**config.mk**
```make
export PLATFORM = sky130hd
export DESIGN_NAME = gb_sram_wr_ctrl
export DESIGN_NICKNAME = d
export VERILOG_FILES = /design/src/rtl/gb_sram_wr_ctrl.sv
export SDC_FILE = /design/constraint.sdc
export NUM_CORES = 1
export LEC_CHECK = 0
export ABC_CLOCK_PERIOD_IN_PS = 1840
export BUFFER_PORTS_ARGS = -buffer_cell sky130_fd_sc_hd__buf_4
export CORE_MARGIN = 1
export CORE_UTILIZATION = 48
export CTS_CLUSTER_SIZE = 40
export DETAILED_ROUTE_END_ITERATION = 8
export GPL_TIMING_DRIVEN = 0
export PLACE_DENSITY = 0.79
export SYNTH_ARGS = -nofsm -noshare
export SYNTH_HDL_FRONTEND = slang
export SYNTH_SLANG_ARGS = --single-unit
```
**constraint.sdc**
```tcl
create_clock -name clk -period 1.84 [get_ports clk]
set_input_delay 0.276 -clock clk [delete_from_list [all_inputs] [get_ports clk]]
set_output_delay 0.276 -clock clk [all_outputs]
set_load 0.05 [all_outputs]
```
**src/rtl/gb_sram_wr_ctrl.sv**
```systemverilog
// Global-buffer SRAM write controller: packs input beats into SRAM words, fills one bank per
// pass, then marks it full and rotates to the next bank so the reader can drain it.
`timescale 1ns/1ps
module gb_sram_wr_ctrl #(
    parameter int SRAM_ADDRWIDTH = 9,
    parameter int DATA_WIDTH     = 8,
    parameter int PORT_SEP       = 1
) (
    input  logic                              clk,
    input  logic                              rst_n,
    input  logic                              start,
    input  logic                              IFSRAM_val,
    output logic                              SRAMIF_rdy,
    input  logic [DATA_WIDTH-1:0]             data_in,
    input  logic [3:0]                        SRAM_num,
    input  logic [SRAM_ADDRWIDTH:0]           wr_num,
    output logic                              write_en,
    output logic [SRAM_ADDRWIDTH-1:0]         addr_Wr,
    output logic [(DATA_WIDTH<<PORT_SEP)-1:0] data_Wr,
    output logic [3:0]                        Wr_ID,
    input  logic [3:0]                        Rd_ID,
    output logic                              SRAM_prepare,
    input  logic                              read_SRAM_done,
    output logic                              write_SRAM_done
);

    localparam int BEATS  = 1 << PORT_SEP;
    localparam int WORD_W = DATA_WIDTH << PORT_SEP;
    localparam int BEAT_W = (PORT_SEP > 0) ? PORT_SEP : 1;
    localparam int CNT_W  = SRAM_ADDRWIDTH + 1;

    typedef enum logic [1:0] {
        IDLE  = 2'b00,
        WRITE = 2'b01,
        DONE  = 2'b11
    } state_e;

    state_e                    state_q,     state_d;
    logic [BEAT_W-1:0]         beat_cnt_q,  beat_cnt_d;
    logic [CNT_W-1:0]          word_cnt_q,  word_cnt_d;
    logic [CNT_W-1:0]          wr_num_q,    wr_num_d;
    logic [WORD_W-1:0]         pack_q,      pack_d;
    logic                      write_en_q,  write_en_d;
    logic [SRAM_ADDRWIDTH-1:0] addr_q,      addr_d;
    logic [WORD_W-1:0]         data_q,      data_d;
    logic [3:0]                wr_id_q,     wr_id_d;
    logic [15:0]               bank_full_q, bank_full_d;

    logic       beat_hs;
    logic       last_beat;
    logic       last_word;
    logic [3:0] num_banks;

    assign num_banks = (SRAM_num == 4'd0) ? 4'd1 : SRAM_num;
    assign beat_hs   = IFSRAM_val && (state_q == WRITE);
    assign last_beat = (beat_cnt_q == BEAT_W'(BEATS - 1));
    assign last_word = (word_cnt_q == wr_num_q - CNT_W'(1));

    always_comb begin
        // NOTE: every next-state value defaults to its hold value first, so no path infers a latch.
        state_d     = state_q;
        beat_cnt_d  = beat_cnt_q;
        word_cnt_d  = word_cnt_q;
        wr_num_d    = wr_num_q;
        pack_d      = pack_q;
        write_en_d  = 1'b0;
        addr_d      = addr_q;
        data_d      = data_q;
        wr_id_d     = wr_id_q;
        bank_full_d = bank_full_q;

        case (state_q)
            IDLE: begin
                if (!bank_full_q[wr_id_q]) begin
                    state_d    = WRITE;
                    wr_num_d   = (wr_num == '0) ? CNT_W'(1) : wr_num;
                    word_cnt_d = '0;
                end
            end
            WRITE: begin
                if (beat_hs) begin
                    for (int k = 0; k < BEATS; k++) begin
                        if (beat_cnt_q == BEAT_W'(k)) pack_d[k*DATA_WIDTH +: DATA_WIDTH] = data_in;
                    end
                    beat_cnt_d = last_beat ? '0 : beat_cnt_q + BEAT_W'(1);
                    if (last_beat) begin
                        write_en_d = 1'b1;
                        addr_d     = word_cnt_q[SRAM_ADDRWIDTH-1:0];
                        data_d     = pack_d;
                        word_cnt_d = word_cnt_q + CNT_W'(1);
                        if (last_word) state_d = DONE;
                    end
                end
            end
            DONE: begin
                state_d    = IDLE;
                word_cnt_d = '0;
                // >= also catches a Wr_ID left beyond a since-lowered SRAM_num
                wr_id_d    = (wr_id_q >= num_banks - 4'd1) ? 4'd0 : wr_id_q + 4'd1;
            end
            default: state_d = IDLE;
        endcase

        // Clear first so a same-bank set in the DONE cycle wins
        if (read_SRAM_done)   bank_full_d[Rd_ID]   = 1'b0;
        if (state_q == DONE)  bank_full_d[wr_id_q] = 1'b1;

        if (start) begin
            state_d     = IDLE;
            beat_cnt_d  = '0;
            word_cnt_d  = '0;
            wr_num_d    = '0;
            pack_d      = '0;
            write_en_d  = 1'b0;
            addr_d      = '0;
            data_d      = '0;
            wr_id_d     = 4'd0;
            bank_full_d = '0;
        end
    end

    always_ff @(posedge clk) begin
        // NOTE: sequential state uses non-blocking assignments so every register samples pre-edge values.
        if (!rst_n) begin
            state_q     <= IDLE;
            beat_cnt_q  <= '0;
            word_cnt_q  <= '0;
            wr_num_q    <= '0;
            pack_q      <= '0;
            write_en_q  <= 1'b0;
            addr_q      <= '0;
            data_q      <= '0;
            wr_id_q     <= 4'd0;
            bank_full_q <= '0;
        end else begin
            state_q     <= state_d;
            beat_cnt_q  <= beat_cnt_d;
            word_cnt_q  <= word_cnt_d;
            wr_num_q    <= wr_num_d;
            pack_q      <= pack_d;
            write_en_q  <= write_en_d;
            addr_q      <= addr_d;
            data_q      <= data_d;
            wr_id_q     <= wr_id_d;
            bank_full_q <= bank_full_d;
        end
    end

    assign SRAMIF_rdy      = (state_q == WRITE);
    assign write_SRAM_done = (state_q == DONE);
    assign write_en        = write_en_q;
    assign addr_Wr         = addr_q;
    assign data_Wr         = data_q;
    assign Wr_ID           = wr_id_q;
    assign SRAM_prepare    = bank_full_q[Rd_ID];

endmodule

```
Word level (Yosys, flattened, before mapping)
Index checks and enable logic that the tools add are counted.

word-level totals
  bits of input ports = 31
  output and inout bits = 33
  register bits after elaboration = 85

operators by class
  equality and inequality tests = 7
  add/subtract/negate cells = 5
  multiplexer cells = 26
  $lt $le $gt $ge = 5
  bitwise operators = 7
  reductions and logical operators = 14

operators with widths
  operator                                                           count
  two-way mux 10 bit                                                 4
  two-way mux 16 bit                                                 2
  case mux 10 bit (3 select lines)                                   1
  bitwise AND 16 bit                                                 1
  two-way mux 8 bit                                                  2
  NOT 16 bit                                                         1
  bitwise OR 16 bit                                                  1
  adder 10 x 1 -> 10 bit, second input constant                      1
  equality test 10 bit                                               1
  zero test 10 bit                                                   1
  less-than comparator 4 x 5 -> 1 bit, second input constant         2
  subtractor 10 x 1 -> 10 bit, second input constant                 1
  binary-select mux 1 bit (select 4 bit)                             2
  demux 1 bit (select 4 bit)                                         2
  greater-or-equal comparator 4 x 1 -> 1 bit, second input constant  2
  two-way mux 2 bit                                                  4
  two-way mux 4 bit                                                  2
  AND reduction 4 bit                                                2
  two-way mux 1 bit                                                  6
  != test 2 x 1 -> 1 bit, second input constant                      3
  adder 4 x 1 -> 4 bit, second input constant                        1
  greater-or-equal comparator 4 bit                                  1
  zero test 4 bit                                                    1
  NOT 1 bit                                                          4
  13 further kinds                                                   16

Longest topological paths before layout
Gate-level depths: netlist of the first run.

  word-level depth = 9
  depth in mapped cells = 9

Worst setup path before layout of the first run
No wires, ideal clock.

  path type = flip-flop to flip-flop
  start = register wr_id_q[0], in the netlist Wr_ID[0]
  end = register wr_id_q[3], in the netlist Wr_ID[3]
  arrival = 2.127 ns
  stages on the path, launching flop included = 8
  setup slack = -0.361 ns
  setup time = 0.074 ns
  path buffers = 0
  cell sequence = dfxtp_1 -> inv_1 -> ha_1 -> nand2b_1 -> a2111oi_0 -> or3_1 -> nand3_1 -> a31oi_1

on the way
  cells in the longest elaborated chain, start to end = 2

ends and longest elaborated chain
  element                                                                    RTL line  source
  start: declaration                                                         46        logic [3:0] wr_id_q, wr_id_d;
  start signal: assignment                                                   144       wr_id_q <= wr_id_d;
  adder 4 x 1 -> 4 bit or greater-or-equal comparator 4 bit (tied branches)  99        wr_id_d = (wr_id_q >= num_banks - 4'd1) ? 4'd0 : wr_id_q + 4'd1;
  two-way mux 4 bit *                                                        99

Mark *: on every way between the ends. The rest lies on a longest branch, timed or not.
A chain may end at the register's enable or synchronous reset.

Worst setup path in the final report of the first run
  start = register bank_full_q[14]
  end = output SRAM_prepare

on the way
  cells in the longest elaborated chain, start to end = 2

ends and longest elaborated chain
  element                                  RTL line  source
  start: declaration                       47        logic [15:0] bank_full_q, bank_full_d;
  start signal: assignment                 145       bank_full_q <= bank_full_d;
  binary-select mux 1 bit (select 4 bit)   155       assign SRAM_prepare = bank_full_q[Rd_ID];
  two-way mux 1 bit (not written as such)  155
  end: declaration                         22        output logic SRAM_prepare,

Every way passes these cells. The select of a mux whose other input is x is not followed.

==> results.cfg, run 1 <==
[status]
status = finished with violations
violations = setup timing

[sta]
slew_viol_final = 0
max_freq_mhz = 472
maxSlewHeadroom = 0.640
timing.hold.ws_ns = 0.166
fin_crit_ns = 2.12
fin_skew_ns = 0.0178
finalCritPeriodShare = 1.15
tns_ns = -0.298
worst-slew-pin-transition_ns = 0.539
finalSetupViolations = 6
hold_viol = 0
rsz0062_at_grt = true
timing.final.ws_setup_ns = -0.277

[route]
routedWlPerCell_um = 14.4
first_iter_violations = 134
vias_per_cell = 5.45
drt_wl_total_um = 8920
route.antenna.remaining_nets = 0
drc_errors = 0
firstDrtPassIters = 4
num_vias = 3379

[synth]
syn_avg_cell_area_um2 = 8.34
ys_types = 44
synth_async_sr_flop_share = 0
syn_inst = 436
synth_warnings = 0
ys_seq_area_frac = 0.424
synth_edf_count = 0
synth_top_area_share = 0.424
synthFlopType = dfxtp_1
synth_area_leaders = dfxtp_1 (42%), nand2_1 (10%), a21oi_1 (7.4%)
syn_area_mm2 = 0.00364
syn-num-nets = 478
synth_seq_cells = 77
synth_area_leader_cell = dfxtp_1

[grt]
grt_first_pass_wirelength_um = 14000
track_usage = 0.231
grt_pass1_vias = 3129
antenna_found_initial = 0
grt_max_degree = 15
grt_overflow_total = 0

[cts]
clkSinkCount = 77
worstSkewPairLatency_ns = 0.36
h-tree-depth = 3
holdBufCountCts = 0
clk_transition_reported_paths_ns = 0.09
root_buffer = clkbuf_8
clk_path_buf_depth = 2
cts_tree = built
cts_made_buffers = 9

[worst_setup_path]
reg2reg_slack_ns = -0.01
cp.arrival_ns = 1.84
cp-end-kind = output pin
cp.required_ns = 1.56
slowest_delay_ns = 0.50
critical_path_class = register to output pin
cp_max_fo = 3
worstPathCellList = mux4_2 -> mux4_2 -> buf_6
cp_slowest_cell = mux4_2
cpMostUsedCell = mux4_2
start_kind = register

[finish]
multi_input_area_mm2 = 0.00210
num-fill-cells = 637
regArea_mm2 = 0.00155
diodes = 0
layout_common_cells = nand2_1 (100), dfxtp_1 (73), buf_4 (66), a21oi_1 (54), o21ai_0 (18)
syn_to_final_growth_pct = 29.2
nets = 558
drive_gt1_frac = 0.267
final_common_cell = nand2_1

[floorplan]
start_util = 0.499
pin_count = 64
core-area_mm2 = 0.00729
row_count = 31
die_h_um = 89.0
die_w_um = 89.0
die_area_mm2 = 0.00793

[power_and_ir_drop]
vdd_drop_max_mv = 0.388
power_density_mw_per_mm2 = 692
p_leak_nw = 1.68

[min_path]
hp-class = input pin to register

[place]
gp_congestion = 0.904
dp_hpwl_um = 6270
port_buffers = 61

[run]
drv_cap = 0
[area by class of cell]
cell class                 count  share of cell area
buffer                        23              0.0288
clock buffer                  11              0.0325
clock inverter                 5             0.00905
inverter                       7             0.00559
multi-input combinational    327               0.447
sequential                    77               0.330
tap                           99              0.0264
timing repair buffer          71               0.120
[report_power, final]
part | internal (W) | switching (W)
logic | 0.000148 | 0.000161
registers | 0.00168 | 0.0000183
clock network | 0.000584 | 0.000664
[per-stage QoR]
step,total power (W),instance area [um^2],utilization,std cells,setup slack [ns]
after floorplan,0.00188,3670,-,436,-0.0110
after global placement,0.00197,4260,0.584,596,-0.272
after detailed placement,0.00198,4260,0.584,596,-0.331
after CTS,0.00323,4620,0.634,617,-0.269
after global routing,0.00336,4700,0.644,620,-0.294
final,0.00325,4700,0.644,620,-0.277
[repair_timing]
action | 4_1_cts | 5_1_grt
pin swaps | 12 | 5
buffers inserted | 4 | 4
cloned | 2 | 0
endpoints found under the setup margin | 23 | 37
gates resized for setup | 36 | 19
endpoints found under the hold margin | 0 | 0
[worst paths after layout]
| path | to | start | depth (start not counted) |
|---|---|---|---|
| worst max-delay path | SRAM_prepare | bank_full_q[14]$_SDFF_PP0_ | 3 |
| worst min-delay path | data_Wr[9]$_SDFFE_PP0P_ | data_in[1] | 3 |
| worst max register to register | wr_num_q[7]$_SDFFE_PP0P_ | Wr_ID[2]$_SDFFE_PP0P_ | 8 |
| worst min register to register | data_Wr[0]$_SDFFE_PP0P_ | pack_q[0]$_SDFFE_PP0P_ | 2 |
[logic make-up after synthesis]
kind of cell	after synthesis	share of synthesized area
AOI/OAI and AO/OA	96	0.148
xor gates and xnor gates	22	0.0530
adders and majority gates	11	0.0379
buffers and inverters	32	0.0399
DFF	77	0.424
muxes	16	0.0685
and+or+nand+nor	182	0.229
[cells in the mapped netlist (2+ instances only)]
master     number
nor3_1          9
xnor2_1        14
nand4_1         3
buf_4           3
nand2b_1        5
ha_1           11
nor4_1          3
mux4_2          7
nor2b_1         3
dfxtp_1        77
clkbuf_1       19
nand2_1       101
nand3_1        21
xor2_1          8
nor2_1         15
o21ai_0        27
a2111oi_0       2
a21oi_1        54
buf_2           2
a31oi_1         2
nand3b_1        3
or2_2           2
nor3b_1         5
and3_1          6
mux2i_1         8
o31ai_1         2
inv_1           7
[worst max-delay path, delay by kind of cell (launching register included)]
| family | cells | cell delay (ns) |
|---|---|---|
| buffers and inverters | 1 | 0.17 |
| muxes | 2 | 0.97 |
| DFF | 1 | 0.34 |
[registers in the layout, summed over array words and instances, names as in the netlist]
register and count:
Wr_ID 4, addr_Wr 9, bank_full_q 16, beat_cnt_q 1, data_Wr 16, pack_q 8
state_q 2, word_cnt_q 10, wr_num_q 10, write_en 1
[metal layers]
metal	share of wire	track usage
met3	0.051	0.0462
met5	0	0
met4	0.020	0.0981
met2	0.51	0.396
met1	0.42	0.284
Note: power is estimated with default switching activity, not from simulation.
==> run 2: changes to the inputs <==
--- a/config.mk
+++ b/config.mk
@@ -13,6 +13,7 @@
 export DETAILED_ROUTE_END_ITERATION = 8
 export GPL_TIMING_DRIVEN = 0
 export PLACE_DENSITY = 0.79
+export SKIP_CTS_REPAIR_TIMING = 1
 export SYNTH_ARGS = -nofsm -noshare
 export SYNTH_HDL_FRONTEND = slang
 export SYNTH_SLANG_ARGS = --single-unit
==> run 2 against run 1 <==
  * The flow still finishes with violations (setup timing)
  * Critical path depth stayed put
  * Die area stayed put
  * Via count is 1.4% higher
  * Sequential share of layout area is 0.12 points lower
  * First-iteration DRC count is 25% higher
  * Sequential power hardly changed
  * Worst hold slack better by 0.0018 ns
  * Sequential cell count stayed put
  * Critical path type unchanged
  * Largest cell class unchanged
  * Largest power group unchanged
  * Highest routed layer unchanged
==> results.cfg, run 2 (synthesis gave the netlist of run 1 again) <==
[sta]
fin_skew_ns = 0.0156
fin_crit_ns = 2.11
rsz0062_at_grt = true
slew_viol_final = 0
tns_ns = -4.34
worst-slew-pin-transition_ns = 0.528
maxSlewHeadroom = 0.647
max_freq_mhz = 473
finalSetupViolations = 21
timing.final.ws_setup_ns = -0.273
finalCritPeriodShare = 1.15
hold_viol = 0

[finish]
multi_input_area_mm2 = 0.00210
regArea_mm2 = 0.00155
diodes = 0
layout_common_cells = nand2_1 (101), dfxtp_1 (72), buf_4 (68), a21oi_1 (54)
num-fill-cells = 624
final_core_util = 0.647
drive_gt1_frac = 0.268
syn_to_final_growth_pct = 29.8
nets = 563
final_cells = 625
final_common_cell = nand2_1

[worst_setup_path]
path_buf_inv = 1
cp.required_ns = 1.56
cpMostUsedCell = mux4_2
slowest_delay_ns = 0.50
critical_path_class = register to output pin
start_kind = register
crit_family = multiplexers
worstPathCellList = mux4_2 -> mux4_2 -> buf_6
cp-end-kind = output pin
reg2reg_slack_ns = -0.25
cp_slowest_cell = mux4_2
cp.arrival_ns = 1.84
cp_max_fo = 3

[cts]
clk_transition_reported_paths_ns = 0.09
clkSinkCount = 77
cts_made_buffers = 9
clk_path_buf_depth = 2
worstSkewPairLatency_ns = 0.36
root_buffer = clkbuf_8
cts_tree = built
h-tree-depth = 3

[grt]
grt_pass1_vias = 3033
grt_first_pass_wirelength_um = 13400
grt_max_degree = 15
use_met3 = 0.0499
track_usage = 0.222
grt.met2_usage = 0.373
antenna_found_initial = 0
grt-busiest-layer = met2
use_met1 = 0.277
grt_overflow_total = 0

[power_and_ir_drop]
power_frac_clock = 0.384
p_leak_nw = 1.70
p_int_w = 0.00240
vdd_drop_max_mv = 0.389
p_seq_frac = 0.523
swShare = 0.257
combinationalPowerShare = 0.093
switching_power_w = 0.000833
power_density_mw_per_mm2 = 686

[route]
vias_per_cell = 5.48
drc_errors = 0
routedWlPerCell_um = 14.4
num_vias = 3427
first_iter_violations = 168
firstDrtPassIters = 5
drt_wl_total_um = 9000
route.antenna.remaining_nets = 0

[floorplan]
die_h_um = 89.0
core-area_mm2 = 0.00729
row_count = 31
start_util = 0.499
die_area_mm2 = 0.00793
die_w_um = 89.0
pin_count = 64

[run]
drv_cap = 0

[place]
dp_hpwl_um = 6270
port_buffers = 61
placed_cells = 596
gp_congestion = 0.904

[status]
status = finished with violations
violations = setup timing

[min_path]
hp-class = input pin to register
## run 2: final cells by class
class                           count  share of cell area
Multi-Input combinational cell    327               0.445
Clock inverter                      5             0.00901
Sequential cell                    77               0.329
Inverter                            7             0.00557
Timing Repair Buffer               74               0.122
Tap cell                           99              0.0262
Buffer                             25              0.0308
Clock buffer                       11              0.0323
## run 2: worst paths after layout
check,start,end,depth (start not counted)
max,bank_full_q[14]$_SDFF_PP0_,SRAM_prepare,3
min,data_in[5],pack_q[5]$_SDFFE_PP0P_,3
max reg2reg,Wr_ID[2]$_SDFFE_PP0P_,word_cnt_q[8]$_SDFFE_PP0P_,8
min reg2reg,pack_q[0]$_SDFFE_PP0P_,data_Wr[0]$_SDFFE_PP0P_,2
## run 2: tightest hold or removal path, delay by kind of cell
| kind | cells | cell delay [ns] |
|---|---|---|
| and+or+nand+nor | 1 | 0.05 |
| AOI/OAI and AO/OA | 1 | 0.05 |
| buffers and inverters | 1 | 0.11 |
## run 2: power by group through the flow
| stage | Clock [W] | Sequential [W] | Combinational, W |
|---|---|---|---|
| 2_1_floorplan | 0 | 0.00173 | 0.000153 |
| 3_3_place_gp | 0 | 0.00173 | 0.000244 |
| 3_5_place_dp | 0 | 0.00173 | 0.000253 |
| 4_1_cts | 0.00125 | 0.00169 | 0.000254 |
| 5_1_grt | 0.00133 | 0.00170 | 0.000326 |
| 6_report | 0.00124 | 0.00169 | 0.000300 |
## run 2: metrics by stage
step | hold WS, ns | setup slack, ns | power (W) | instance area [um^2]
floorplan | 0.409 | -0.0110 | 0.00188 | 3670
global placement | 0.443 | -0.272 | 0.00197 | 4260
detailed placement | 0.447 | -0.331 | 0.00198 | 4260
CTS | 0.166 | -0.292 | 0.00319 | 4450
global route | 0.163 | -0.310 | 0.00336 | 4720
finish | 0.168 | -0.273 | 0.00324 | 4720
## run 2: layer usage
layer	vias up	routed length [um]
met4	0	150
met1	1625	3810
li1	1683	-
met2	103	4570
met3	16	469
met5	-	0
